### src/rtl/ethpipe_pkg.sv
// ethpipe RX slotter shared definitions: FSM states, status bits,
// slot header word offsets, CRC residue and minimum frame length.
package ethpipe_pkg;

  typedef enum logic [2:0] {
    ST_ARM,
    ST_IDLE,
    ST_PRE,
    ST_DATA,
    ST_DROP,
    ST_HDR1,
    ST_HDR2,
    ST_HDR3
  } rx_state_e;

  localparam int STS_VALID = 31;
  localparam int STS_FCS   = 30;
  localparam int STS_RXER  = 29;
  localparam int STS_TRUNC = 28;

  localparam int HDR_STATUS = 0;
  localparam int HDR_TS_LO  = 1;
  localparam int HDR_TS_HI  = 2;
  localparam int HDR_RSVD   = 3;
  localparam int HDR_DATA   = 4;

  localparam logic [31:0] CRC_RESIDUE = 32'hC704_DD7B;
  localparam int          MIN_FRAME   = 64;

  localparam logic [7:0] PRE_BYTE = 8'h55;
  localparam logic [7:0] SFD_BYTE = 8'hD5;

endpackage

### src/rtl/ethpipe_crc32_d8.sv
// Byte-wide Ethernet CRC-32 (MSB-first register, bits fed LSB-first).
// Ports: gmii_rx_clk, sys_rst_n, init, en, d[7:0] -> crc[31:0].
module ethpipe_crc32_d8 (
  input  logic        gmii_rx_clk,
  input  logic        sys_rst_n,
  input  logic        init,
  input  logic        en,
  input  logic [7:0]  d,
  output logic [31:0] crc
);

  logic [31:0] nxt;

  always_comb begin
    nxt = crc;
    for (int i = 0; i < 8; i++) begin
      if (nxt[31] ^ d[i])
        nxt = {nxt[30:0], 1'b0} ^ 32'h04C1_1DB7;
      else
        nxt = {nxt[30:0], 1'b0};
    end
  end

  always_ff @(posedge gmii_rx_clk or negedge sys_rst_n) begin
    if (!sys_rst_n)
      crc <= '1;
    else if (init)
      crc <= '1;
    else if (en)
      crc <= nxt;
  end

endmodule

### src/rtl/ethpipe_rx_slotter.sv
// Multi-slot GMII receiver: preamble/SFD detect, timestamp, ring of RX
// slots with occupancy/release, drop counter. Ports: gmii_rx_clk,
// sys_rst_n, global_counter, gmii_rxd/dv/er in; slot_rx_eth_* RAM write
// port, slot_release in, slot_full, slot_rx_complete(_idx), drop_count.
// Optional FCS check: define ETHPIPE_RX_FCS_CHECK_EN.
module ethpipe_rx_slotter
  import ethpipe_pkg::*;
#(
  parameter int SLOT_NUM  = 4,
  parameter int SLOT_AW   = 9,
  parameter int MAX_FRAME = 1518
) (
  input  logic                                gmii_rx_clk,
  input  logic                                sys_rst_n,
  input  logic [63:0]                         global_counter,
  input  logic [7:0]                          gmii_rxd,
  input  logic                                gmii_rx_dv,
  input  logic                                gmii_rx_er,
  output logic                                slot_rx_eth_wr_en,
  output logic [$clog2(SLOT_NUM)+SLOT_AW-1:0] slot_rx_eth_address,
  output logic [31:0]                         slot_rx_eth_data,
  output logic [3:0]                          slot_rx_eth_byte_en,
  input  logic [SLOT_NUM-1:0]                 slot_release,
  output logic [SLOT_NUM-1:0]                 slot_full,
  output logic                                slot_rx_complete,
  output logic [$clog2(SLOT_NUM)-1:0]         slot_rx_complete_idx,
  output logic [31:0]                         drop_count
);

  localparam int SW = $clog2(SLOT_NUM);
  localparam int AW = SW + SLOT_AW;

  rx_state_e state, state_n;

  logic [SW-1:0]      wr_ptr;
  logic [15:0]        byte_cnt;
  logic [63:0]        ts;
  logic               trunc;
  logic               rxer;
  logic               fcs_err;

  logic               wr_d;
  logic [SLOT_AW-1:0] word;
  logic [31:0]        data_d;
  logic [3:0]         be_d;
  logic               commit;
  logic               drop_inc;
  logic               sfd_hit;
  logic               cnt_inc;
  logic               trunc_set;
  logic               rxer_set;
  logic [31:0]        status;
  logic [SLOT_NUM-1:0] commit_mask;

`ifdef ETHPIPE_RX_FCS_CHECK_EN
  logic        crc_en;
  logic [31:0] crc;

  assign crc_en = (state == ST_DATA) & gmii_rx_dv;

  ethpipe_crc32_d8 u_crc (
    .gmii_rx_clk (gmii_rx_clk),
    .sys_rst_n   (sys_rst_n),
    .init        (sfd_hit),
    .en          (crc_en),
    .d           (gmii_rxd),
    .crc         (crc)
  );

  // Truncated frames lost their FCS, so they always report an error.
  assign fcs_err = (crc != CRC_RESIDUE) | trunc;
`else
  assign fcs_err = 1'b0;
`endif

  always_comb begin
    status            = '0;
    status[STS_VALID] = 1'b1;
    status[STS_FCS]   = fcs_err;
    status[STS_RXER]  = rxer;
    status[STS_TRUNC] = trunc;
    status[15:0]      = byte_cnt;
  end

  assign commit_mask = commit ? (SLOT_NUM'(1) << wr_ptr) : '0;

  always_comb begin
    state_n   = state;
    wr_d      = 1'b0;
    word      = '0;
    data_d    = '0;
    be_d      = '0;
    commit    = 1'b0;
    drop_inc  = 1'b0;
    sfd_hit   = 1'b0;
    cnt_inc   = 1'b0;
    trunc_set = 1'b0;
    rxer_set  = 1'b0;
    unique case (state)
      ST_ARM: begin
        if (!gmii_rx_dv) state_n = ST_IDLE;
      end
      ST_IDLE: begin
        if (gmii_rx_dv) begin
          if (slot_full[wr_ptr]) begin
            state_n  = ST_DROP;
            drop_inc = 1'b1;
          end else begin
            state_n = ST_PRE;
          end
        end
      end
      ST_PRE: begin
        if (!gmii_rx_dv) begin
          state_n = ST_IDLE;
        end else if (gmii_rxd == SFD_BYTE) begin
          state_n = ST_DATA;
          sfd_hit = 1'b1;
        end else if (gmii_rxd != PRE_BYTE) begin
          state_n = ST_DROP;
        end
      end
      ST_DATA: begin
        if (gmii_rx_dv) begin
          rxer_set = gmii_rx_er;
          if (byte_cnt == 16'(MAX_FRAME)) begin
            trunc_set = 1'b1;
          end else begin
            cnt_inc = 1'b1;
            wr_d    = 1'b1;
            word    = SLOT_AW'(HDR_DATA) + byte_cnt[SLOT_AW+1:2];
            be_d    = 4'b0001 << byte_cnt[1:0];
            data_d  = {24'd0, gmii_rxd} << {byte_cnt[1:0], 3'b000};
          end
        end else if (byte_cnt < 16'(MIN_FRAME)) begin
          state_n  = ST_IDLE;
          drop_inc = 1'b1;
        end else begin
          state_n = ST_HDR1;
          wr_d    = 1'b1;
          word    = SLOT_AW'(HDR_TS_LO);
          be_d    = 4'b1111;
          data_d  = ts[31:0];
        end
      end
      ST_HDR1: begin
        state_n = ST_HDR2;
        wr_d    = 1'b1;
        word    = SLOT_AW'(HDR_TS_HI);
        be_d    = 4'b1111;
        data_d  = ts[63:32];
      end
      ST_HDR2: begin
        state_n = ST_HDR3;
        wr_d    = 1'b1;
        word    = SLOT_AW'(HDR_STATUS);
        be_d    = 4'b1111;
        data_d  = status;
      end
      ST_HDR3: begin
        state_n = ST_IDLE;
        commit  = 1'b1;
      end
      ST_DROP: begin
        if (!gmii_rx_dv) state_n = ST_IDLE;
      end
      default: state_n = ST_ARM;
    endcase
  end

  always_ff @(posedge gmii_rx_clk or negedge sys_rst_n) begin
    if (!sys_rst_n) begin
      state                <= ST_ARM;
      wr_ptr               <= '0;
      byte_cnt             <= '0;
      ts                   <= '0;
      trunc                <= 1'b0;
      rxer                 <= 1'b0;
      slot_rx_eth_wr_en    <= 1'b0;
      slot_rx_eth_address  <= '0;
      slot_rx_eth_data     <= '0;
      slot_rx_eth_byte_en  <= '0;
      slot_full            <= '0;
      slot_rx_complete     <= 1'b0;
      slot_rx_complete_idx <= '0;
      drop_count           <= '0;
    end else begin
      state               <= state_n;
      slot_rx_eth_wr_en   <= wr_d;
      slot_rx_eth_address <= wr_d ? AW'({wr_ptr, word}) : '0;
      slot_rx_eth_data    <= data_d;
      slot_rx_eth_byte_en <= be_d;
      slot_rx_complete    <= commit;
      slot_full <= (slot_full & ~slot_release) | commit_mask;
      if (commit) begin
        slot_rx_complete_idx <= wr_ptr;
        wr_ptr               <= wr_ptr + SW'(1);
      end
      if (drop_inc && (drop_count != '1))
        drop_count <= drop_count + 32'd1;
      if (sfd_hit) begin
        byte_cnt <= '0;
        trunc    <= 1'b0;
        rxer     <= 1'b0;
        ts       <= global_counter;
      end else begin
        if (cnt_inc)   byte_cnt <= byte_cnt + 16'd1;
        if (trunc_set) trunc    <= 1'b1;
        if (rxer_set)  rxer     <= 1'b1;
      end
    end
  end

endmodule

### config.mk
export PLATFORM = sky130hd
export DESIGN_NAME = ethpipe_rx_slotter
export DESIGN_NICKNAME = d
export VERILOG_FILES = /design/src/rtl/ethpipe_pkg.sv /design/src/rtl/ethpipe_crc32_d8.sv /design/src/rtl/ethpipe_rx_slotter.sv
export SDC_FILE = /design/constraint.sdc
export NUM_CORES = 1
export LEC_CHECK = 0
export BUFFER_PORTS_ARGS = -buffer_cell sky130_fd_sc_hd__buf_2
export CAP_MARGIN = 20
export CORE_ASPECT_RATIO = 1.2
export CORE_MARGIN = 1.5
export CORE_UTILIZATION = 49
export DETAILED_ROUTE_END_ITERATION = 8
export GPL_TIMING_DRIVEN = 0
export PLACE_DENSITY = 0.76
export SLEW_MARGIN = 25
export SYNTH_ARGS = -nofsm -noshare
export SYNTH_HDL_FRONTEND = slang
export SYNTH_SLANG_ARGS = --single-unit
### constraint.sdc
create_clock -name gmii_rx_clk -period 2.3 [get_ports gmii_rx_clk]
set_clock_uncertainty 0.15 [all_clocks]
set_input_delay 0.345 -clock gmii_rx_clk [delete_from_list [all_inputs] [get_ports gmii_rx_clk]]
set_output_delay 0.345 -clock gmii_rx_clk [all_outputs]
set_load 0.05 [all_outputs]
**After elaboration in Yosys (flattened, before gate mapping)**

Cells that the tools add are included.

- Input bits: 80
- Word-level logic and storage cells: 100
- Register bits after elaboration: 174
- Output and inout port bits: 87

- Shift operators: 3
- Add/sub/neg operators: 4
- Reduce and logical (&&, ||, !) cells: 8
- Bitwise gates (word level): 3
- Muxes and demuxes: 51
- Magnitude comparators: 2
- Equality and inequality tests: 15

Operators with widths:

| cell | count |
|---|---|
| $mux W32 | 3 |
| $pmux W32 S3 | 1 |
| $add A32 B1 Y32 const B | 1 |
| $mux W16 | 2 |
| $ne A32 B32 Y1 const B | 1 |
| $shl A8 B5 Y32 | 1 |
| $mux W1 | 24 |
| $mux W3 | 8 |
| $pmux W3 S7 | 1 |
| $mux W9 | 2 |
| $pmux W9 S2 | 1 |
| $add A16 B1 Y16 const B | 1 |
| $eq A16 B11 Y1 const B | 1 |
| $lt A16 B7 Y1 const B | 1 |
| $mux W4 | 4 |
| $eq A3 B3 Y1 const B | 4 |
| $mux W11 | 1 |
| $add A3 B9 Y9 const A | 1 |
| $eq A8 B8 Y1 const B | 1 |
| $ne A8 B7 Y1 const B | 1 |
| $pmux W4 S2 | 1 |
| $shl A1 B2 Y4 const A | 2 |
| $eq A3 B2 Y1 const B | 2 |
| $ne A2 B2 Y1 const B | 3 |
| other kinds (14) | 18 |

**Longest topological paths before layout**

Gate-level depths: netlist of the first run.

- Word-level depth: 6
- Gate-level depth with buffers: 9

**Worst setup path before layout of the first run**

OpenSTA, ideal clock, no wires.

- Path kind: reg-to-reg
- Start: register drop_count[23]
- End: register drop_count[23]
- Buffers on the path: 0
- Slack: 0.033 ns
- Required time: 2.003 ns
- Setup time: 0.147 ns
- Arrival: 1.969 ns
- Stages on the path, launching flop included: 6
- Cells stage by stage: dfrtp_1 nand3_1 or4_1 o21ai_1 nor3_1 xor2_1

- Cells in the longest elaborated chain, start to end: 2

Ends and longest elaborated chain:

| what | line | source |
|---|---|---|
| start, declared | ethpipe_rx_slotter.sv:27 | `output logic [31:0] drop_count` |
| start signal, assigned | ethpipe_rx_slotter.sv:200 | `drop_count <= drop_count + 32'd1;` |
| branches (longest 2 deep; another with $add A32 B1 Y32) | -- |  |

Parallel ways; which one is timed is not known.
A chain may end at the register's enable or synchronous reset.

**Final worst setup path of the first run**

- Start: register byte_cnt[0]
- End: register slot_rx_eth_data[17]

- Cells in the longest elaborated chain, start to end: 4

Ends and longest elaborated chain:

| what | line | source |
|---|---|---|
| start, declared | ethpipe_rx_slotter.sv:36 | `logic [15:0] byte_cnt;` |
| start signal, assigned | ethpipe_rx_slotter.sv:207 | `if (cnt_inc) byte_cnt <= byte_cnt + 16'd1;` |
| $lt A16 B7 Y1 (tied with other cells) | ethpipe_rx_slotter.sv:135 | `end else if (byte_cnt < 16'(MIN_FRAME)) begin` |
| $mux W32, on equally long branches | ethpipe_rx_slotter.sv:135, ethpipe_rx_slotter.sv:126 |  |
| $mux W32 (*) | ethpipe_rx_slotter.sv:124 | `if (gmii_rx_dv) begin` |
| $pmux W32 S3 (*) | ethpipe_rx_slotter.sv:99 | `unique case (state)` |
| net data_d[17] | ethpipe_rx_slotter.sv:44 | `logic [31:0] data_d;` |
| end signal, assigned | ethpipe_rx_slotter.sv:191 | `slot_rx_eth_data <= data_d;` |
| end, declared | ethpipe_rx_slotter.sv:21 | `output logic [31:0] slot_rx_eth_data,` |

Mark *: on every way through the listed nets, which the timed path passes. The rest lies on a longest branch.

==> results of run 1 <==
-- area by class of cell --
type / count / area (sq um)
inverter: 19 / 71.32
clock inverter: 13 / 190.2
multi-input combinational: 419 / 3341
sequential: 174 / 4362
fill: 1176 / 5411
clock buffer: 17 / 425.4
buffer: 34 / 232.7
tap: 208 / 260.3
timing repair buffer: 224 / 1409
-- per-stage QoR --
step | cell area, sq um | worst slack (ns) | hold WS, ns
2_1_floorplan | 7923 | 0.03336 | -0.1006
3_3_place_gp | 9014 | -2.005 | 0.3203
3_5_place_dp | 9051 | -0.6018 | 0.2238
4_1_cts | 10150 | 0.01559 | 0.0006839
5_1_grt | 10290 | 0.006409 | 0.003709
6_report | 10290 | 0.09168 | 0.007053
-- kinds of logic (layout without fill, tap and decap cells) --
family                     count (synthesis)  after routing  synth area share
AOI/OAI and AO/OA                        108            108            0.1085
adders and majority gates                 12             12           0.01895
muxes                                     68             68           0.09618
and+or+nand+nor                          184            184            0.1372
buffers and inverters                     54            307           0.03758
xor gates and xnor gates                  47             47           0.05196
DFF                                      174            174            0.5496
-- what timing repair did --
action	4_1_cts	5_1_grt
gates cloned	0	1
hold endpoints to repair	125	1
hold buffers	45	1
endpoints found under the setup margin	57	65
pin swaps	0	3
setup buffers	1	9
resized for setup	9	21
-- critical path, delay by kind of cell (launching register included) --
family                   cells  cell delay [ns]
AND/OR/NAND/NOR              3             0.48
AO/OA/AOI/OAI                2             0.47
flip-flops                   1             0.42
buffers and inverters        2             0.36
adder cells (fa/ha/maj)      1             0.21
-- where the power goes --
part           internal [mW]  total [mW]  switching [mW]
clock                   1.81        3.03            1.21
sequential              3.35        3.64           0.283
combinational          0.708        2.34            1.63
total                   5.88        9.00            3.12
-- path summary, 6_finish.rpt --
check | start | end | slack (ns) | depth (start not counted)
worst max-delay path | byte_cnt[0]$_DFFE_PN0P_ | slot_rx_eth_data[17]$_DFF_PN0_ | 0.09 | 8
worst max register to register | byte_cnt[0]$_DFFE_PN0P_ | slot_rx_eth_data[17]$_DFF_PN0_ | 0.09 | 8
min in group asynchronous | sys_rst_n | ts[15]$_DFFE_PN0P_ | 0.34 | 2
max in group asynchronous | sys_rst_n | byte_cnt[1]$_DFFE_PN0P_ | 0.75 | 3
worst min register to register | drop_count[9]$_DFFE_PN0P_ | drop_count[9]$_DFFE_PN0P_ | 0.34 | 1
worst min-delay path | global_counter[24] | ts[24]$_DFFE_PN0P_ | 0.007 | 2
-- layout by cell type (no fill, tap or decap), types with 16 or more instances in the layout --
cell / instances
a221o_1: 18
a22o_1: 29
buf_2: 175
buf_4: 20
clkbuf_16: 17
dfrtp_1: 168
dlygate4sd3_1: 46
inv_1: 16
mux2_2: 65
nand2_1: 36
nand3_1: 16
nor2_1: 40
xor2_1: 32
-- state kept, by name (all words and copies together) (netlist names), 2 cells and up --
| name | cells |
|---|---|
| ts | 64 |
| byte_cnt | 16 |
| drop_count | 32 |
| slot_rx_eth_data | 32 |
| slot_full | 4 |
| wr_ptr | 2 |
| slot_rx_eth_byte_en | 4 |
| slot_rx_eth_address | 11 |
| state | 3 |
| slot_rx_complete_idx | 2 |
-- Yosys cell counts (2+ instances only) --
cell type,count
a31oi_1,4
nor4_2,7
a21oi_1,7
or3_1,2
nor2_1,40
buf_2,10
or4_1,2
mux2i_1,3
or2_2,2
mux2_2,65
inv_1,18
nor3_1,17
ha_1,12
a21o_1,12
and4_1,9
o21ai_1,3
a32oi_2,2
nand2b_1,2
xnor2_1,15
nand2_1,36
buf_6,6
a221o_1,18
o21ai_0,14
clkbuf_1,9
nand3_1,16
nor3_4,4
nor3b_1,2
xor2_1,32
nand4_1,11
nor4_1,5
o211ai_1,4
and3_1,11
buf_4,10
and3b_1,2
a22o_1,29
o22a_1,2
nand4b_1,4
o22ai_1,2
dfrtp_1,174
nor3_2,2
nor2b_1,3
-- per-layer routing --
metal	GRT usage	vias to the layer above	wire length, um
met1	0.3155	3120	8449
met5	0	-	0
met2	0.4256	226	10600
met4	0.1268	0	750
met3	0.05168	53	1084
li1	-	2838	-
==> flow_summary.json, run 1 <==
{
  "firstDrtPassIters": 5,
  "tightest_slew_ns": 0.6635,
  "synth_top_flop_cell": "dfrtp_1",
  "ys_top_cells_by_area": "dfrtp_1 (55%), mux2_2 (9.2%), xor2_1 (3.5%), a22o_1 (3.2%), a221o_1 (2.3%)",
  "required_ns": 2.46,
  "syn_to_final_growth_pct": 29.90,
  "start_util": 0.5045,
  "root_buffer": "clkbuf_16",
  "dieArea_sq_um": 16940,
  "crit_type": "flop to flop",
  "yosysSeqAreaShare": 0.5496,
  "io-pin-count": 167,
  "synth_area_leader_cell": "dfrtp_1",
  "grt_pass1_wl_um": 33090,
  "fmax_mhz": 452.8,
  "cts_buffer_depth": 2,
  "row_count": 50,
  "synth_area_sq_um": 7923,
  "cpPeakStageDelay_ns": 0.42,
  "fin_cells": 1108,
  "fin_nets": 981,
  "report.final.slew_viol_count": 0,
  "vias": 6237,
  "setup_tns_ns": 0,
  "crit_path_end_kind": "flop",
  "postLayoutCoreUtil": 0.6554,
  "grt_max_degree": 94,
  "via_per_inst": 5.629,
  "synthArstFlopShare": 1.000,
  "wl_per_cell_um": 18.85,
  "crit_chain": "inv_2 -> ha_2 -> and4_1 -> nand4_1 -> o21ai_2 -> buf_2 -> nor3_4 -> a21o_1",
  "gp_congestion": 0.8269,
  "finalCriticalPeriod_ns": 2.208,
  "cp_max_fo": 8,
  "ant_nets": 0,
  "fp.dieH_um": 142.3,
  "dp_hpwl_um": 14030,
  "setup_viol": 0,
  "die_w_um": 119.1,
  "cts_tree": "built",
  "drt_iter0_drc": 356,
  "relSlewSlack": 0.5553,
  "syn_area_per_cell_sq_um": 12.25,
  "rsz0062_at_grt": "false",
  "cts_max_level": 4,
  "cts.sinks": 174,
  "cts_buffers": 17,
  "dp_cells": 1022,
  "antennaDiodeCount": 0,
  "yosys_warnings": 0,
  "ys_types": 60,
  "power_density_nw_per_um2": 874.7,
  "worst_ep_arrival_time_ns": 2.37,
  "grt_overflow": 0,
  "clk_pin_slew_ns": 0.07,
  "clk_latency_ns": 0.43,
  "drc": 0,
  "synth.net_count": 739,
  "critPathSlowestCell": "dfrtp_2",
  "maxCapViolations": 0,
  "total_power_mw": 9.001,
  "outcome": "finished clean",
  "port_buffers": 166,
  "p_leak_nw": 5.324,
  "start_kind": "flop",
  "finalHoldViolCount": 0,
  "grt.total_usage": 0.2544,
  "hold_class": "input port to flop",
  "synth-edff-count": 0,
  "ys_ff_latch": 174,
  "drive_gt1_frac": 0.3767,
  "synth_top_cell_area_share": 0.5496,
  "synth_cells": 647,
  "finalWirelength_um": 20880,
  "grt_pass1_vias": 6231,
  "core-area_sq_um": 15700,
  "min_period_over_period": 0.9601,
  "vdd_drop_max_uv": 653.5,
  "antenna_found_initial": 0
}
No activity file was read; power rests on OpenSTA's default activity.
==> run 2, diff against run 1 <==
--- a/config.mk
+++ b/config.mk
@@ -8,7 +8,7 @@
 export BUFFER_PORTS_ARGS = -buffer_cell sky130_fd_sc_hd__buf_2
 export CAP_MARGIN = 20
 export CORE_ASPECT_RATIO = 1.2
-export CORE_MARGIN = 1.5
+export CORE_MARGIN = 2
 export CORE_UTILIZATION = 49
 export DETAILED_ROUTE_END_ITERATION = 8
 export GPL_TIMING_DRIVEN = 0
==> constraint.sdc (replaced) <==
create_clock -name gmii_rx_clk -period 2.3 [get_ports gmii_rx_clk]
set_clock_uncertainty 0.15 [all_clocks]
set_input_delay 0.46 -clock gmii_rx_clk [delete_from_list [all_inputs] [get_ports gmii_rx_clk]]
set_output_delay 0.46 -clock gmii_rx_clk [all_outputs]
set_load 0.05 [all_outputs]
==> flow_summary.json, run 2 (synthesis results as in run 1) <==
{
  "required_ns": 2.46,
  "relSlewSlack": 0.5845,
  "die_w_um": 120.1,
  "hold-path-cell-count": 2,
  "finalCriticalPeriod_ns": 2.236,
  "min_to": "slot_full[0]$_DFF_PN0_",
  "clockPowerShare": 0.336,
  "finalHoldViolCount": 0,
  "wl_per_cell_um": 18.83,
  "p_sw_mw": 3.096,
  "crit_path_end_kind": "flop",
  "crit_type": "flop to flop",
  "hold_class": "input port to flop",
  "cts_tree": "built",
  "p_leak_nw": 5.124,
  "port_buffers": 166,
  "min_period_over_period": 0.9724,
  "ant_nets": 0,
  "grt.total_usage": 0.2403,
  "fp.dieH_um": 143.3,
  "setup_tns_ns": 0,
  "reg2reg_to": "slot_rx_eth_data[3]$_DFF_PN0_",
  "fmax_mhz": 447.1,
  "largestRegisters": "ts: 64 flops, drop_count: 32 flops, slot_rx_eth_data: 32 flops",
  "core-area_sq_um": 15700,
  "drc": 0,
  "clk_pin_slew_ns": 0.07,
  "firstDrtPassIters": 5,
  "grt_overflow": 0,
  "worst_ep_arrival_time_ns": 2.39,
  "reg2reg_depth": 7,
  "drt_iter0_drc": 494,
  "maxCapViolations": 0,
  "finalWirelength_um": 20020,
  "r2r_start": "byte_cnt[12]$_DFFE_PN0P_",
  "largest_register": "ts",
  "crit_path_start": "byte_cnt[12]$_DFFE_PN0P_",
  "cts_max_level": 4,
  "hold_ws_ns": 0.06066,
  "start_kind": "flop",
  "dp_hpwl_um": 14190,
  "place_area_sq_um": 9051,
  "final_common_cell": "buf_2",
  "row_count": 50,
  "via_per_inst": 5.627,
  "syn_to_final_growth_pct": 23.69,
  "root_buffer": "clkbuf_16",
  "outcome": "finished clean",
  "cts_buffers": 17,
  "vdd_drop_max_uv": 579.0,
  "fin_nets": 932,
  "cts_buffer_depth": 2,
  "power_density_nw_per_um2": 905.3,
  "antenna_found_initial": 3,
  "combPwrFrac": 0.256,
  "largest_reg_flops": 64,
  "p_int_mw": 5.775,
  "layout_common_cells": "buf_2 (172), dfrtp_1 (170), mux2_2 (65), nor2_1 (40), nand2_1 (36)",
  "clk_latency_ns": 0.43,
  "final_area_sq_um": 9799,
  "grt_pass1_wl_um": 31550,
  "cts.sinks": 174,
  "vias": 5981,
  "setup_viol": 0,
  "grt_max_degree": 93,
  "total_power_mw": 8.871,
  "start_util": 0.5045,
  "cp_max_fo": 10,
  "drive_gt1_frac": 0.3880,
  "tightest_slew_ns": 0.6232,
  "postLayoutCoreUtil": 0.6241,
  "switching_share": 0.3490,
  "io-pin-count": 167,
  "grt_pass1_vias": 5956,
  "sequentialPowerShare": 0.407,
  "report.final.slew_viol_count": 0,
  "hold_start": "slot_release[0]",
  "gp_congestion": 0.8771,
  "r2r_slack_ns": 0.06,
  "dieArea_sq_um": 17210
}
[run 2: changes by cell type in the layout (fill, tap and decap cells not counted), sizes merged]
cell         previous run  this run
bufinv                  4         3
diode                   0         2
buf                   204       199
dlygate4sd3            46         1
clkbuf                 25        28
clkinv                  3         5
clkinvlp                4         3
[run 2: routing by layer]
| layer | global-route usage | up-vias | wire length, um |
|---|---|---|---|
| met3 | 0.06270 | 38 | 1309 |
| li1 | - | 2747 | - |
| met5 | 0 | - | 7 |
| met2 | 0.4055 | 219 | 10110 |
| met1 | 0.2908 | 2975 | 7961 |
| met4 | 0.1065 | 2 | 630 |
[run 2: area by class of cell]
type / count / area, sq um
Antenna cell: 2 / 5.005
Fill cell: 1277 / 5903
Buffer: 35 / 245.2
Clock inverter: 13 / 158.9
Tap cell: 208 / 260.3
Inverter: 19 / 71.32
Multi-Input combinational cell: 419 / 3323
Timing Repair Buffer: 174 / 923.4
Sequential cell: 174 / 4359
Clock buffer: 19 / 452.9
[run 2: timing repair]
item                       CTS  global route
gates resized for setup     10            16
gates cloned                 0             0
hold buffers                 1             0
setup endpoints to repair   57            68
buffers inserted             2             4
hold endpoints to repair    82             0
pin swaps                    1             2
[run 2: power groups by stage]
stage          sequential (mW)  combinational [mW]  clock [mW]
2_1_floorplan             4.24               0.888           0
3_3_place_gp              3.71                2.07           0
3_5_place_dp              3.72                2.11           0
4_1_cts                   3.64                2.19        3.02
5_1_grt                   3.65                2.46        3.15
6_report                  3.61                2.27        2.98
[run 2: worst max-delay path by stage]
stage	endpoint	slack (ns)	cells past startpoint
detailed placement	slot_rx_eth_data[31]$_DFF_PN0_	-0.60	7
floorplan	drop_count[23]$_DFFE_PN0P_	0.03	5
CTS	byte_cnt[9]$_DFFE_PN0P_	0.007	5
finish	slot_rx_eth_data[3]$_DFF_PN0_	0.06	7
global route	slot_rx_eth_data[10]$_DFF_PN0_	-0.002	8
global placement	drop_count[24]$_DFFE_PN0P_	-2.13	1
[run 2: worst max-delay path: stages, from the launching register on]
cell and delay (ns):
dfrtp_1 0.46, nor4_2 0.32, and3_1 0.24, buf_6 0.14, nor2b_1 0.05, buf_4 0.17
buf_2 0.21, a221o_1 0.39
[run 2: per-stage QoR]
stage	std cells	setup slack (ns)
6_report	1063	0.06357
5_1_grt	1063	-0.002256
4_1_cts	1057	0.007427
3_5_place_dp	1022	-0.5974
3_3_place_gp	1021	-2.126
2_1_floorplan	647	0.03336
==> run 3, diff against run 2 <==
--- a/config.mk
+++ b/config.mk
@@ -8,7 +8,7 @@
 export BUFFER_PORTS_ARGS = -buffer_cell sky130_fd_sc_hd__buf_2
 export CAP_MARGIN = 20
 export CORE_ASPECT_RATIO = 1.2
-export CORE_MARGIN = 2
+export CORE_MARGIN = 5
 export CORE_UTILIZATION = 49
 export DETAILED_ROUTE_END_ITERATION = 8
 export GPL_TIMING_DRIVEN = 0
==> flow_summary.json, run 3 (synthesis results as in run 1) <==
{
  "outcome": "finished clean",
  "worstSetupEndpoint": "slot_rx_eth_data[14]$_DFF_PN0_",
  "r2r_start": "byte_cnt[1]$_DFFE_PN0P_",
  "power_density_nw_per_um2": 904.8,
  "fmax_mhz": 449.0,
  "tightest_slew_ns": 0.6153,
  "cp_max_fo": 10,
  "hold-path-cell-count": 2,
  "dp_slack_ns": -0.3154,
  "syn_to_final_growth_pct": 24.23,
  "largest_reg_flops": 64,
  "drive_gt1_frac": 0.3934,
  "worst_ep_arrival_time_ns": 2.39,
  "cts_buffers": 17,
  "start_kind": "flop",
  "grt_pass1_wl_um": 32740,
  "grt.total_usage": 0.2212,
  "wl_per_cell_um": 19.03,
  "clk_pin_slew_ns": 0.07,
  "die_w_um": 126.1,
  "critPathSlowestCell": "dfrtp_2",
  "cts_tree": "built",
  "firstDrtPassIters": 5,
  "io-pin-count": 167,
  "vdd_drop_max_uv": 583.6,
  "reg2reg_depth": 7,
  "start_util": 0.4927,
  "setup_tns_ns": 0,
  "switching_share": 0.3500,
  "grt_pass1_vias": 6075,
  "required_ns": 2.46,
  "fp.dieH_um": 149.3,
  "maxCapViolations": 0,
  "fin_nets": 934,
  "setup_viol": 0,
  "largest_register": "ts",
  "layout_setup_ws_ns": 0.07265,
  "grt_overflow": 0,
  "report.final.slew_viol_count": 0,
  "clk_latency_ns": 0.43,
  "cpPeakStageDelay_ns": 0.51,
  "p_int_mw": 5.788,
  "layout_common_cells": "buf_2 (172), dfrtp_1 (169), mux2_2 (65), nor2_1 (40), nand2_1 (36)",
  "clockPowerShare": 0.335,
  "antennaDiodeCount": 0,
  "dieArea_sq_um": 18820,
  "final_common_cell": "buf_2",
  "relSlewSlack": 0.5898,
  "crit_path_end_kind": "flop",
  "port_buffers": 166,
  "dp_hpwl_um": 14530,
  "p_sw_mw": 3.117,
  "crit_chain": "ha_1 -> and4_1 -> nand4_1 -> o21ai_2 -> buf_6 -> nor3_4 -> a221o_1",
  "antenna_found_initial": 0,
  "vias": 5989,
  "min_period_over_period": 0.9684,
  "row_count": 51,
  "grt_max_degree": 97,
  "cts_buffer_depth": 2,
  "hold_class": "input port to flop",
  "finalCriticalPeriod_ns": 2.227,
  "drc": 0,
  "core-area_sq_um": 16080,
  "finalWirelength_um": 20290,
  "cts_max_level": 4,
  "gp_congestion": 0.8338,
  "sequentialPowerShare": 0.408,
  "cts.sinks": 174,
  "ant_nets": 0,
  "r2r_slack_ns": 0.07,
  "root_buffer": "clkbuf_16",
  "dp_cells": 1026,
  "crit_type": "flop to flop",
  "largestRegisters": "ts: 64 flops, drop_count: 32 flops, slot_rx_eth_data: 32 flops",
  "crit_path_start": "byte_cnt[1]$_DFFE_PN0P_",
  "via_per_inst": 5.618,
  "fin_cells": 1066,
  "combPwrFrac": 0.257,
  "p_leak_nw": 5.154,
  "rsz0062_at_grt": "true",
  "reg2reg_to": "slot_rx_eth_data[14]$_DFF_PN0_",
  "finalHoldViolCount": 0,
  "drt_iter0_drc": 390
}
[run 3: cell types whose count changed in the layout (fill, tap and decap cells not counted), sizes merged]
| cell | previous run | this run |
|---|---|---|
| clkbuf | 28 | 27 |
| clkinvlp | 3 | 1 |
| buf | 199 | 202 |
| diode | 2 | 0 |
| inv | 21 | 22 |
[run 3: worst min-delay path by stage]
stage / from / endpoint
detailed placement: drop_count[4]$_DFFE_PN0P_ / drop_count[4]$_DFFE_PN0P_
global route: slot_release[1] / slot_full[1]$_DFF_PN0_
CTS: slot_release[0] / slot_full[0]$_DFF_PN0_
floorplan: sys_rst_n / byte_cnt[0]$_DFFE_PN0P_
global placement: slot_rx_complete_idx[0]$_DFFE_PN0P_ / slot_rx_complete_idx[0]$_DFFE_PN0P_
finish: slot_release[3] / slot_full[3]$_DFF_PN0_
[run 3: layout make-up]
class                           instances  area [sq um]
Timing Repair Buffer                  176         938.4
Inverter                               19         71.32
Buffer                                 35         246.5
Clock inverter                         12         156.4
Tap cell                              212         265.3
Sequential cell                       174          4360
Fill cell                            1389          6238
Multi-Input combinational cell        419          3351
Clock buffer                           19         452.9
[run 3: routing by layer]
metal / vias to the layer above / share of wire / GRT usage
li1: 2748 / - / -
met1: 2983 / 0.41 / 0.2902
met2: 231 / 0.49 / 0.3605
met3: 27 / 0.073 / 0.06125
met4: 0 / 0.018 / 0.06706
met5: - / 0 / 0
[run 3: timing repair]
action / CTS / global route
hold buffers: 1 / 0
endpoints found under the hold margin: 78 / 0
gates resized for setup: 9 / 27
buffers inserted: 1 / 7
setup endpoints to repair: 57 / 56
pin swaps: 2 / 4
[run 3: power by group through the flow]
stage                     sequential, mW  combinational [mW]  clock [mW]
after floorplan                     4.24               0.888           0
after global placement              3.69                2.09           0
after detailed placement            3.70                2.13           0
after CTS                           3.63                2.21        3.04
after global routing                3.68                2.49        3.17
final                               3.63                2.29        2.98
[run 3: critical path, delay by kind of cell (launching register included)]
kind	cells	cell delay (ns)
compound gates	2	0.54
simple gates	3	0.46
buf+inv	1	0.19
fa+ha+maj	1	0.24
flops	1	0.51
[run 3: metrics by stage]
| step | power, mW | cell area (sq um) | hold WS (ns) | utilization |
|---|---|---|---|---|
| floorplan | 5.127 | 7923 | 0.01441 | - |
| global placement | 5.788 | 9019 | 0.3112 | 0.5608 |
| detailed placement | 5.829 | 9061 | 0.3189 | 0.5635 |
| CTS | 8.868 | 9714 | 0.04827 | 0.6041 |
| global route | 9.339 | 9842 | 0.05619 | 0.6120 |
| finish | 8.905 | 9842 | 0.05768 | 0.6120 |
